==> config.mk <==
export PLATFORM = sky130hd
export DESIGN_NAME = muldiv_unit_flat
export DESIGN_NICKNAME = d
export VERILOG_FILES = /design/src/rtl/muldiv_pkg.sv /design/src/rtl/muldiv_if.sv /design/src/rtl/muldiv_signfix.sv /design/src/rtl/muldiv_unit.sv /design/src/flat_wrapper.sv
export SDC_FILE = /design/constraint.sdc
export NUM_CORES = 1
export LEC_CHECK = 0
export ABC_AREA = 1
export CAP_MARGIN = 20
export CELL_PAD_IN_SITES_DETAIL_PLACEMENT = 1
export CELL_PAD_IN_SITES_GLOBAL_PLACEMENT = 1
export CORE_MARGIN = 5
export CORE_UTILIZATION = 30
export CTS_BUF_LIST = sky130_fd_sc_hd__clkbuf_16
export CTS_CLUSTER_SIZE = 25
export DETAILED_ROUTE_END_ITERATION = 6
export GPL_ROUTABILITY_DRIVEN = 1
export GPL_TIMING_DRIVEN = 0
export PLACE_DENSITY = 0.61
export SYNTH_ARGS = -nofsm -noshare
export SYNTH_HDL_FRONTEND = slang
export SYNTH_SLANG_ARGS = --single-unit
==> constraint.sdc <==
create_clock -name clock -period 3.65 [get_ports clock]
set_clock_uncertainty 0.15 [all_clocks]
set_input_delay 0.365 -clock clock [delete_from_list [all_inputs] [get_ports clock]]
set_output_delay 0.365 -clock clock [all_outputs]
set_load 0.01 [all_outputs]
==> src/rtl/muldiv_pkg.sv <==
// Shared encodings, FSM state type and constants for the iterative multiply/divide unit.
package muldiv_pkg;

  localparam logic [1:0] OP_MUL  = 2'd0;
  localparam logic [1:0] OP_MULU = 2'd1;
  localparam logic [1:0] OP_DIV  = 2'd2;
  localparam logic [1:0] OP_DIVU = 2'd3;

  localparam int          ITER_COUNT    = 32;
  localparam logic [31:0] DIV0_QUOTIENT = 32'hFFFF_FFFF;

  typedef enum logic [1:0] {
    IDLE  = 2'd0,
    BUSY  = 2'd1,
    FIXUP = 2'd2,
    DONE  = 2'd3
  } state_e;

  function automatic logic op_is_div(input logic [1:0] op);
    return (op == OP_DIV) || (op == OP_DIVU);
  endfunction

  function automatic logic op_is_signed(input logic [1:0] op);
    return (op == OP_MUL) || (op == OP_DIV);
  endfunction

endpackage

==> src/rtl/muldiv_if.sv <==
// Issue/writeback bundle between the issue logic (master) and the multiply/divide unit (slave).
interface muldiv_if #(
  parameter int WIDTH  = 32,
  parameter int ADDR_W = 5
);
  logic              start;
  logic [1:0]        op;
  logic [WIDTH-1:0]  opa;
  logic [WIDTH-1:0]  opb;
  logic [ADDR_W-1:0] dest;
  logic              flush;
  logic              busy;
  logic              done;
  logic              enc;
  logic [ADDR_W-1:0] addrc;
  logic [WIDTH-1:0]  datac;
  logic [WIDTH-1:0]  hi;

  modport master (
    output start, op, opa, opb, dest, flush,
    input  busy, done, enc, addrc, datac, hi
  );

  modport slave (
    input  start, op, opa, opb, dest, flush,
    output busy, done, enc, addrc, datac, hi
  );
endinterface

==> src/rtl/muldiv_signfix.sv <==
// Conditional two's-complement negation of a word pair: two independent words,
// or one double-width word when wide is set (sign taken from neg_hi).
module muldiv_signfix #(
  parameter int WIDTH = 32
) (
  input  logic [WIDTH-1:0] val_hi,
  input  logic [WIDTH-1:0] val_lo,
  input  logic             neg_hi,
  input  logic             neg_lo,
  input  logic             wide,
  output logic [WIDTH-1:0] res_hi,
  output logic [WIDTH-1:0] res_lo
);

  logic [2*WIDTH-1:0] full_neg;

  assign full_neg = -{val_hi, val_lo};

  always_comb begin
    if (wide) begin
      {res_hi, res_lo} = neg_hi ? full_neg : {val_hi, val_lo};
    end else begin
      res_hi = neg_hi ? -val_hi : val_hi;
      res_lo = neg_lo ? -val_lo : val_lo;
    end
  end

endmodule

==> src/rtl/muldiv_unit.sv <==
// Radix-2 iterative multiply/divide unit writing back through the register-file port.
// Optional build macro MULDIV_EARLY_OUT_EN: multiplies stop once the remaining multiplier bits are zero.
module muldiv_unit
  import muldiv_pkg::*;
#(
  parameter int WIDTH  = 32,
  parameter int ADDR_W = 5
) (
  input logic     clock,
  input logic     reset,
  muldiv_if.slave bus
);

  // state | meaning
  // IDLE  | waiting for start
  // BUSY  | one shift-add / restoring-subtract step per cycle
  // FIXUP | phase 0 sign-corrects acc, phase 1 stages the writeback
  // DONE  | done/enc pulse with results valid; start here issues back-to-back

  state_e             state, state_nx;
  logic               fix_ph;
  logic               is_div_q, neg_res, neg_rem;
  logic [ADDR_W-1:0]  dest_q;
  logic [5:0]         cnt;
  logic [2*WIDTH-1:0] acc, mcand;
  logic [WIDTH-1:0]   mult;
  logic               busy_q, done_q, enc_q;
  logic [ADDR_W-1:0]  addrc_q;
  logic [WIDTH-1:0]   datac_q, hi_q;

  logic               is_div_in, signed_in, div0_in, skip_busy, last_iter;
  logic               load_ops, load_out;
  logic [WIDTH-1:0]   mag_a, mag_b, fix_hi, fix_lo, rem_nx, quo_nx;
  logic [WIDTH:0]     div_shift, div_diff;

  assign is_div_in = op_is_div(bus.op);
  assign signed_in = op_is_signed(bus.op);
  assign div0_in   = is_div_in && (bus.opb == '0);

`ifdef MULDIV_EARLY_OUT_EN
  assign skip_busy = div0_in || (!is_div_in && (bus.opb == '0));
  assign last_iter = (cnt == 6'(ITER_COUNT - 1)) || (!is_div_q && (mult[WIDTH-1:1] == '0));
`else
  assign skip_busy = div0_in;
  assign last_iter = (cnt == 6'(ITER_COUNT - 1));
`endif

  muldiv_signfix #(.WIDTH(WIDTH)) u_entry (
    .val_hi (bus.opa),
    .val_lo (bus.opb),
    .neg_hi (signed_in && bus.opa[WIDTH-1]),
    .neg_lo (signed_in && bus.opb[WIDTH-1]),
    .wide   (1'b0),
    .res_hi (mag_a),
    .res_lo (mag_b)
  );

  muldiv_signfix #(.WIDTH(WIDTH)) u_fixup (
    .val_hi (acc[2*WIDTH-1:WIDTH]),
    .val_lo (acc[WIDTH-1:0]),
    .neg_hi (is_div_q ? neg_rem : neg_res),
    .neg_lo (neg_res),
    .wide   (!is_div_q),
    .res_hi (fix_hi),
    .res_lo (fix_lo)
  );

  // Restoring step: acc holds {remainder, dividend-shifting-into-quotient}
  assign div_shift = {acc[2*WIDTH-1:WIDTH], acc[WIDTH-1]};
  assign div_diff  = div_shift - {1'b0, mcand[WIDTH-1:0]};
  assign rem_nx    = div_diff[WIDTH] ? div_shift[WIDTH-1:0] : div_diff[WIDTH-1:0];
  assign quo_nx    = {acc[WIDTH-2:0], ~div_diff[WIDTH]};

  always_ff @(posedge clock or negedge reset) begin
    if (!reset) begin
      state  <= IDLE;
      fix_ph <= 1'b0;
    end else begin
      state  <= state_nx;
      fix_ph <= (state == FIXUP) && !fix_ph && !bus.flush;
    end
  end

  always_comb begin
    state_nx = state;
    case (state)
      IDLE:    if (bus.start) state_nx = skip_busy ? FIXUP : BUSY;
      BUSY:    if (last_iter) state_nx = FIXUP;
      FIXUP:   if (fix_ph) state_nx = DONE;
      DONE:    state_nx = bus.start ? (skip_busy ? FIXUP : BUSY) : IDLE;
      default: state_nx = IDLE;
    endcase
    if (bus.flush) state_nx = IDLE;
  end

  always_comb begin
    load_ops = bus.start && !bus.flush && ((state == IDLE) || (state == DONE));
    load_out = (state_nx == DONE);
  end

  always_ff @(posedge clock or negedge reset) begin
    if (!reset) begin
      is_div_q <= 1'b0;
      neg_res  <= 1'b0;
      neg_rem  <= 1'b0;
      dest_q   <= '0;
      cnt      <= '0;
      acc      <= '0;
      mcand    <= '0;
      mult     <= '0;
    end else if (load_ops) begin
      is_div_q <= is_div_in;
      neg_res  <= signed_in && !div0_in && (bus.opa[WIDTH-1] ^ bus.opb[WIDTH-1]);
      neg_rem  <= signed_in && is_div_in && !div0_in && bus.opa[WIDTH-1];
      dest_q   <= bus.dest;
      cnt      <= '0;
      mult     <= mag_b;
      mcand    <= {{WIDTH{1'b0}}, is_div_in ? mag_b : mag_a};
      if (div0_in)        acc <= {bus.opa, WIDTH'(DIV0_QUOTIENT)};
      else if (is_div_in) acc <= {{WIDTH{1'b0}}, mag_a};
      else                acc <= '0;
    end else if (!bus.flush) begin
      if (state == BUSY) begin
        cnt <= cnt + 6'd1;
        if (is_div_q) begin
          acc <= {rem_nx, quo_nx};
        end else begin
          if (mult[0]) acc <= acc + mcand;
          mcand <= mcand << 1;
          mult  <= mult >> 1;
        end
      end else if ((state == FIXUP) && !fix_ph) begin
        acc <= {fix_hi, fix_lo};
      end
    end
  end

  always_ff @(posedge clock or negedge reset) begin
    if (!reset) begin
      busy_q  <= 1'b0;
      done_q  <= 1'b0;
      enc_q   <= 1'b0;
      addrc_q <= '0;
      datac_q <= '0;
      hi_q    <= '0;
    end else begin
      busy_q <= (state_nx == BUSY) || (state_nx == FIXUP);
      done_q <= load_out;
      enc_q  <= load_out && (dest_q != '0);
      if (load_out) begin
        hi_q <= acc[2*WIDTH-1:WIDTH];
        if (dest_q != '0) begin
          addrc_q <= dest_q;
          datac_q <= acc[WIDTH-1:0];
        end
      end
    end
  end

  assign bus.busy  = busy_q;
  assign bus.done  = done_q;
  assign bus.enc   = enc_q;
  assign bus.addrc = addrc_q;
  assign bus.datac = datac_q;
  assign bus.hi    = hi_q;

endmodule

==> src/flat_wrapper.sv <==
// flat-port wrapper written by rule: the top's interface ports become plain ports
module muldiv_unit_flat import muldiv_pkg::*;
#(
  parameter int WIDTH  = 32,
  parameter int ADDR_W = 5
)
  (clock, reset, bus_start, bus_op, bus_opa, bus_opb, bus_dest, bus_flush, bus_busy, bus_done, bus_enc, bus_addrc, bus_datac, bus_hi);
  muldiv_if #(.WIDTH(WIDTH), .ADDR_W(ADDR_W)) bus_i ();
  input logic clock;
  input logic reset;
  input wire logic [$bits(bus_i.start)-1:0] bus_start;
  input wire logic [$bits(bus_i.op)-1:0] bus_op;
  input wire logic [$bits(bus_i.opa)-1:0] bus_opa;
  input wire logic [$bits(bus_i.opb)-1:0] bus_opb;
  input wire logic [$bits(bus_i.dest)-1:0] bus_dest;
  input wire logic [$bits(bus_i.flush)-1:0] bus_flush;
  output wire logic [$bits(bus_i.busy)-1:0] bus_busy;
  output wire logic [$bits(bus_i.done)-1:0] bus_done;
  output wire logic [$bits(bus_i.enc)-1:0] bus_enc;
  output wire logic [$bits(bus_i.addrc)-1:0] bus_addrc;
  output wire logic [$bits(bus_i.datac)-1:0] bus_datac;
  output wire logic [$bits(bus_i.hi)-1:0] bus_hi;
  assign bus_i.start = bus_start;
  assign bus_i.op = bus_op;
  assign bus_i.opa = bus_opa;
  assign bus_i.opb = bus_opb;
  assign bus_i.dest = bus_dest;
  assign bus_i.flush = bus_flush;
  assign bus_busy = bus_i.busy;
  assign bus_done = bus_i.done;
  assign bus_enc = bus_i.enc;
  assign bus_addrc = bus_i.addrc;
  assign bus_datac = bus_i.datac;
  assign bus_hi = bus_i.hi;
  muldiv_unit #(.WIDTH(WIDTH), .ADDR_W(ADDR_W)) u_core (.clock(clock), .reset(reset), .bus(bus_i));
endmodule
==> metrics <==
CTS Buffer Depth=3; TritonCTS sink count=249; Synth Area in Compound Gates=17.91%; Post-synth ARST share=100.0%; first-pass GRT wire length=184600 µm; final-stage net count=4160; xor and xnor area share after synthesis=4.694%; drt pass-1 iters=5; via-per-instance ratio=5.327; final hold violations=0; worst hold path class=primary input to asynchronous set/reset pin; CP endpoint kind=flip-flop; share of cells above drive strength 1=5.575%; Leak=0.01344 µW; Starting Density=30.30%; Synth Area in Simple Gates=33.04%; number of global-route vias before repair=26850; DRC=0; Area Growth Syn to Fin=16.86%; gr ovfl total=0; worst skew pair latency=610 ps; CTS clock-pin slew for the worst setup and hold paths=60 ps; worst-path maximum fanout=10; fin crit period=3645 ps; Die H=290.0 µm; most frequent cells in the layout=nand2_1 (1020), inv_1 (602), nor2_1 (370); half-perimeter wire length after placement=108200 µm; Max Cap Violations=0; commonest non-fill, non-tap cell in the layout=nand2_1; largest net degree at the start of global routing=99; EDFF count, synth=0; 1st-iter DRT viols=2271; diode count=0; Final WS setup=4.688 ps; largest family of logic cells by synthesized area=simple AND/OR/NAND/NOR gates; WL/cell=25.58 µm; via count=26850; Worst Path Arrival=4020 ps; CP required=4020 ps; Worst-Margin Slew=1158 ps; Slew HR=22.78%; number of port buffers=146; Pwr Density=1154 nW/µm²; Critical Path Source Type=flip-flop; ys flop type=dfrtp_1; CTS tree=built; status=complete, no violations; fin crit share=99.87%; post-synthesis adder-cell area fraction=5.758%; FP Rows=102; Pwr Total=31690 µW; synthesized cell area=23510 µm²; Die Span X=290.0 µm; Synth Area per Inst=6.208 µm²; Final setup viols=0; sequential share of the synthesized area=26.50%; Clock Tree Root=clkbuf_16; kind of critical path=flip-flop to flip-flop; die area=84070 µm²; routed wire length=128900 µm; initial antenna violation count=7; num ports=147; GRT Util Overall=29.19%; multiplexer share of the synthesized area=0%; FMAX=0.2743 GHz; H-tree depth=1; RSZ-0062 raised after global routing=no; Filler cells=10330; yosys synthesis warning count=0; GP Congestion=1.006; Mapped Cells=3787; Yosys reg bits=249; core area=77590 µm²; total CTS buffers=30; Post-Place Setup Slack=-1809 ps; Slew Limit Fails=0; Syn Nets=3969; Synth cell types=62; Antenna Nets Post-Route=0; Max VDD drop=472.6 µV
==> critical path, cell delays in order, from the launching register on <==
cell and delay, ps:
dfrtp_1 420, inv_1 100, ha_1 330, nor2_4 50, nand2_4 150, buf_2 270, clkbuf_1 890, buf_1 810
o21ai_0 210, a21oi_1 160
==> worst paths after layout <==
path / startpoint / to / slack (ps) / cells after the start
min in group clock: bus_dest[4] / u_core.dest_q[4] / 190 / 3
worst max register to register: u_core.state[0] / u_core.cnt[5] / 5 / 9
worst min-delay path: reset / u_core.mult[21] / 160 / 2
worst min register to register: u_core.fix_ph / u_core.fix_ph / 310 / 1
worst max-delay path: u_core.state[0] / u_core.cnt[5] / 5 / 9
max in group asynchronous: reset / u_core.mcand[51] / 1740 / 4
==> where the power goes <==
part	internal, µW	switching [µW]	total [µW]	leakage, µW
clock	1630	1340	2960	0.000465
sequential	4050	1950	6010	0.00300
combinational	6820	15900	22700	0.00997
total	12500	19200	31700	0.0134
==> cell families after synthesis <==
kind of cell,after synthesis
and+or+nand+nor,1848
buffers and inverters,729
AOI/OAI and AO/OA,728
DFF,249
xor gates and xnor gates,126
adders and majority gates,107
==> cell type report <==
class	count	area, µm²	area share [%]
multi-input cells	2809	14520	52.83
flip-flops and latches	249	6255	22.77
inverters	618	2332	8.489
repair buffers	160	1615	5.879
well taps	1040	1301	4.736
clock buffers	30	750.7	2.732
plain buffers	110	528.0	1.922
clock inverters	24	177.7	0.6467
==> per-layer routing <==
metal	GRT usage (%)	share of wire (%)
met1	41.42	45
met2	44.86	43
met3	4.306	7.2
met4	11.20	4.5
met5	0	0.054
==> flip-flops by register name, indices dropped and copies added (netlist names) <==
| name | count |
|---|---|
| u_core.neg_rem | 1 |
| u_core.bus.busy | 1 |
| u_core.bus.addrc | 5 |
| u_core.mcand | 64 |
| u_core.neg_res | 1 |
| u_core.state | 2 |
| u_core.bus.enc | 1 |
| u_core.mult | 32 |
| u_core.bus.datac | 32 |
| u_core.fix_ph | 1 |
| u_core.is_div_q | 1 |
| u_core.bus.done | 1 |
| u_core.bus.hi | 32 |
| u_core.dest_q | 5 |
| u_core.cnt | 6 |
| u_core.acc | 64 |
==> cells in the mapped netlist (8+ instances only) <==
| cell | instances | area (µm²) |
|---|---|---|
| buf_1 | 17 | 63.81 |
| buf_2 | 17 | 85.08 |
| ha_1 | 105 | 1314 |
| o21ai_2 | 12 | 105.1 |
| a31oi_1 | 18 | 112.6 |
| inv_2 | 14 | 52.55 |
| nor2_1 | 371 | 1393 |
| nor4_1 | 14 | 87.58 |
| o21ai_1 | 21 | 105.1 |
| o21bai_1 | 25 | 187.7 |
| nand3_1 | 297 | 1486 |
| nand4_1 | 37 | 231.5 |
| buf_6 | 9 | 101.4 |
| a21oi_2 | 14 | 122.6 |
| o31ai_1 | 23 | 172.7 |
| o2111ai_1 | 8 | 70.07 |
| dfrtp_1 | 249 | 6231 |
| nor3_1 | 42 | 210.2 |
| o22ai_1 | 10 | 62.56 |
| inv_1 | 599 | 2248 |
| a22oi_1 | 14 | 105.1 |
| xnor2_1 | 27 | 236.5 |
| o211ai_1 | 32 | 240.2 |
| nand2_2 | 8 | 50.05 |
| a21oi_1 | 251 | 1256 |
| xor2_1 | 99 | 867.1 |
| o21ai_0 | 263 | 1316 |
| nor2_2 | 13 | 81.33 |
| a21o_1 | 8 | 60.06 |
| clkbuf_1 | 64 | 240.2 |
| nand2_1 | 1024 | 3844 |
==> through the flow <==
step	util, %	cell area [µm²]	setup TNS (ps)	hold slack (ps)	instances
after detailed placement	33.95	26350	-127430	220.9	4976
after global placement	33.86	26270	-2581680	300.7	4973
after CTS	35.27	27370	0	170.1	5033
final	35.41	27480	0	162.8	5040
after floorplan	-	23510	0	-80.59	3787
after global routing	35.41	27480	0	179.4	5040
==> repair_timing <==
| action | in CTS | in global routing |
|---|---|---|
| pin swaps | 1 | 5 |
| setup endpoints to repair | 103 | 66 |
| hold buffers | 1 | 0 |
| resized for setup | 18 | 31 |
| setup buffers | 3 | 7 |
| endpoints found under the hold margin | 69 | 0 |
Power figures use the tool's default switching activity.
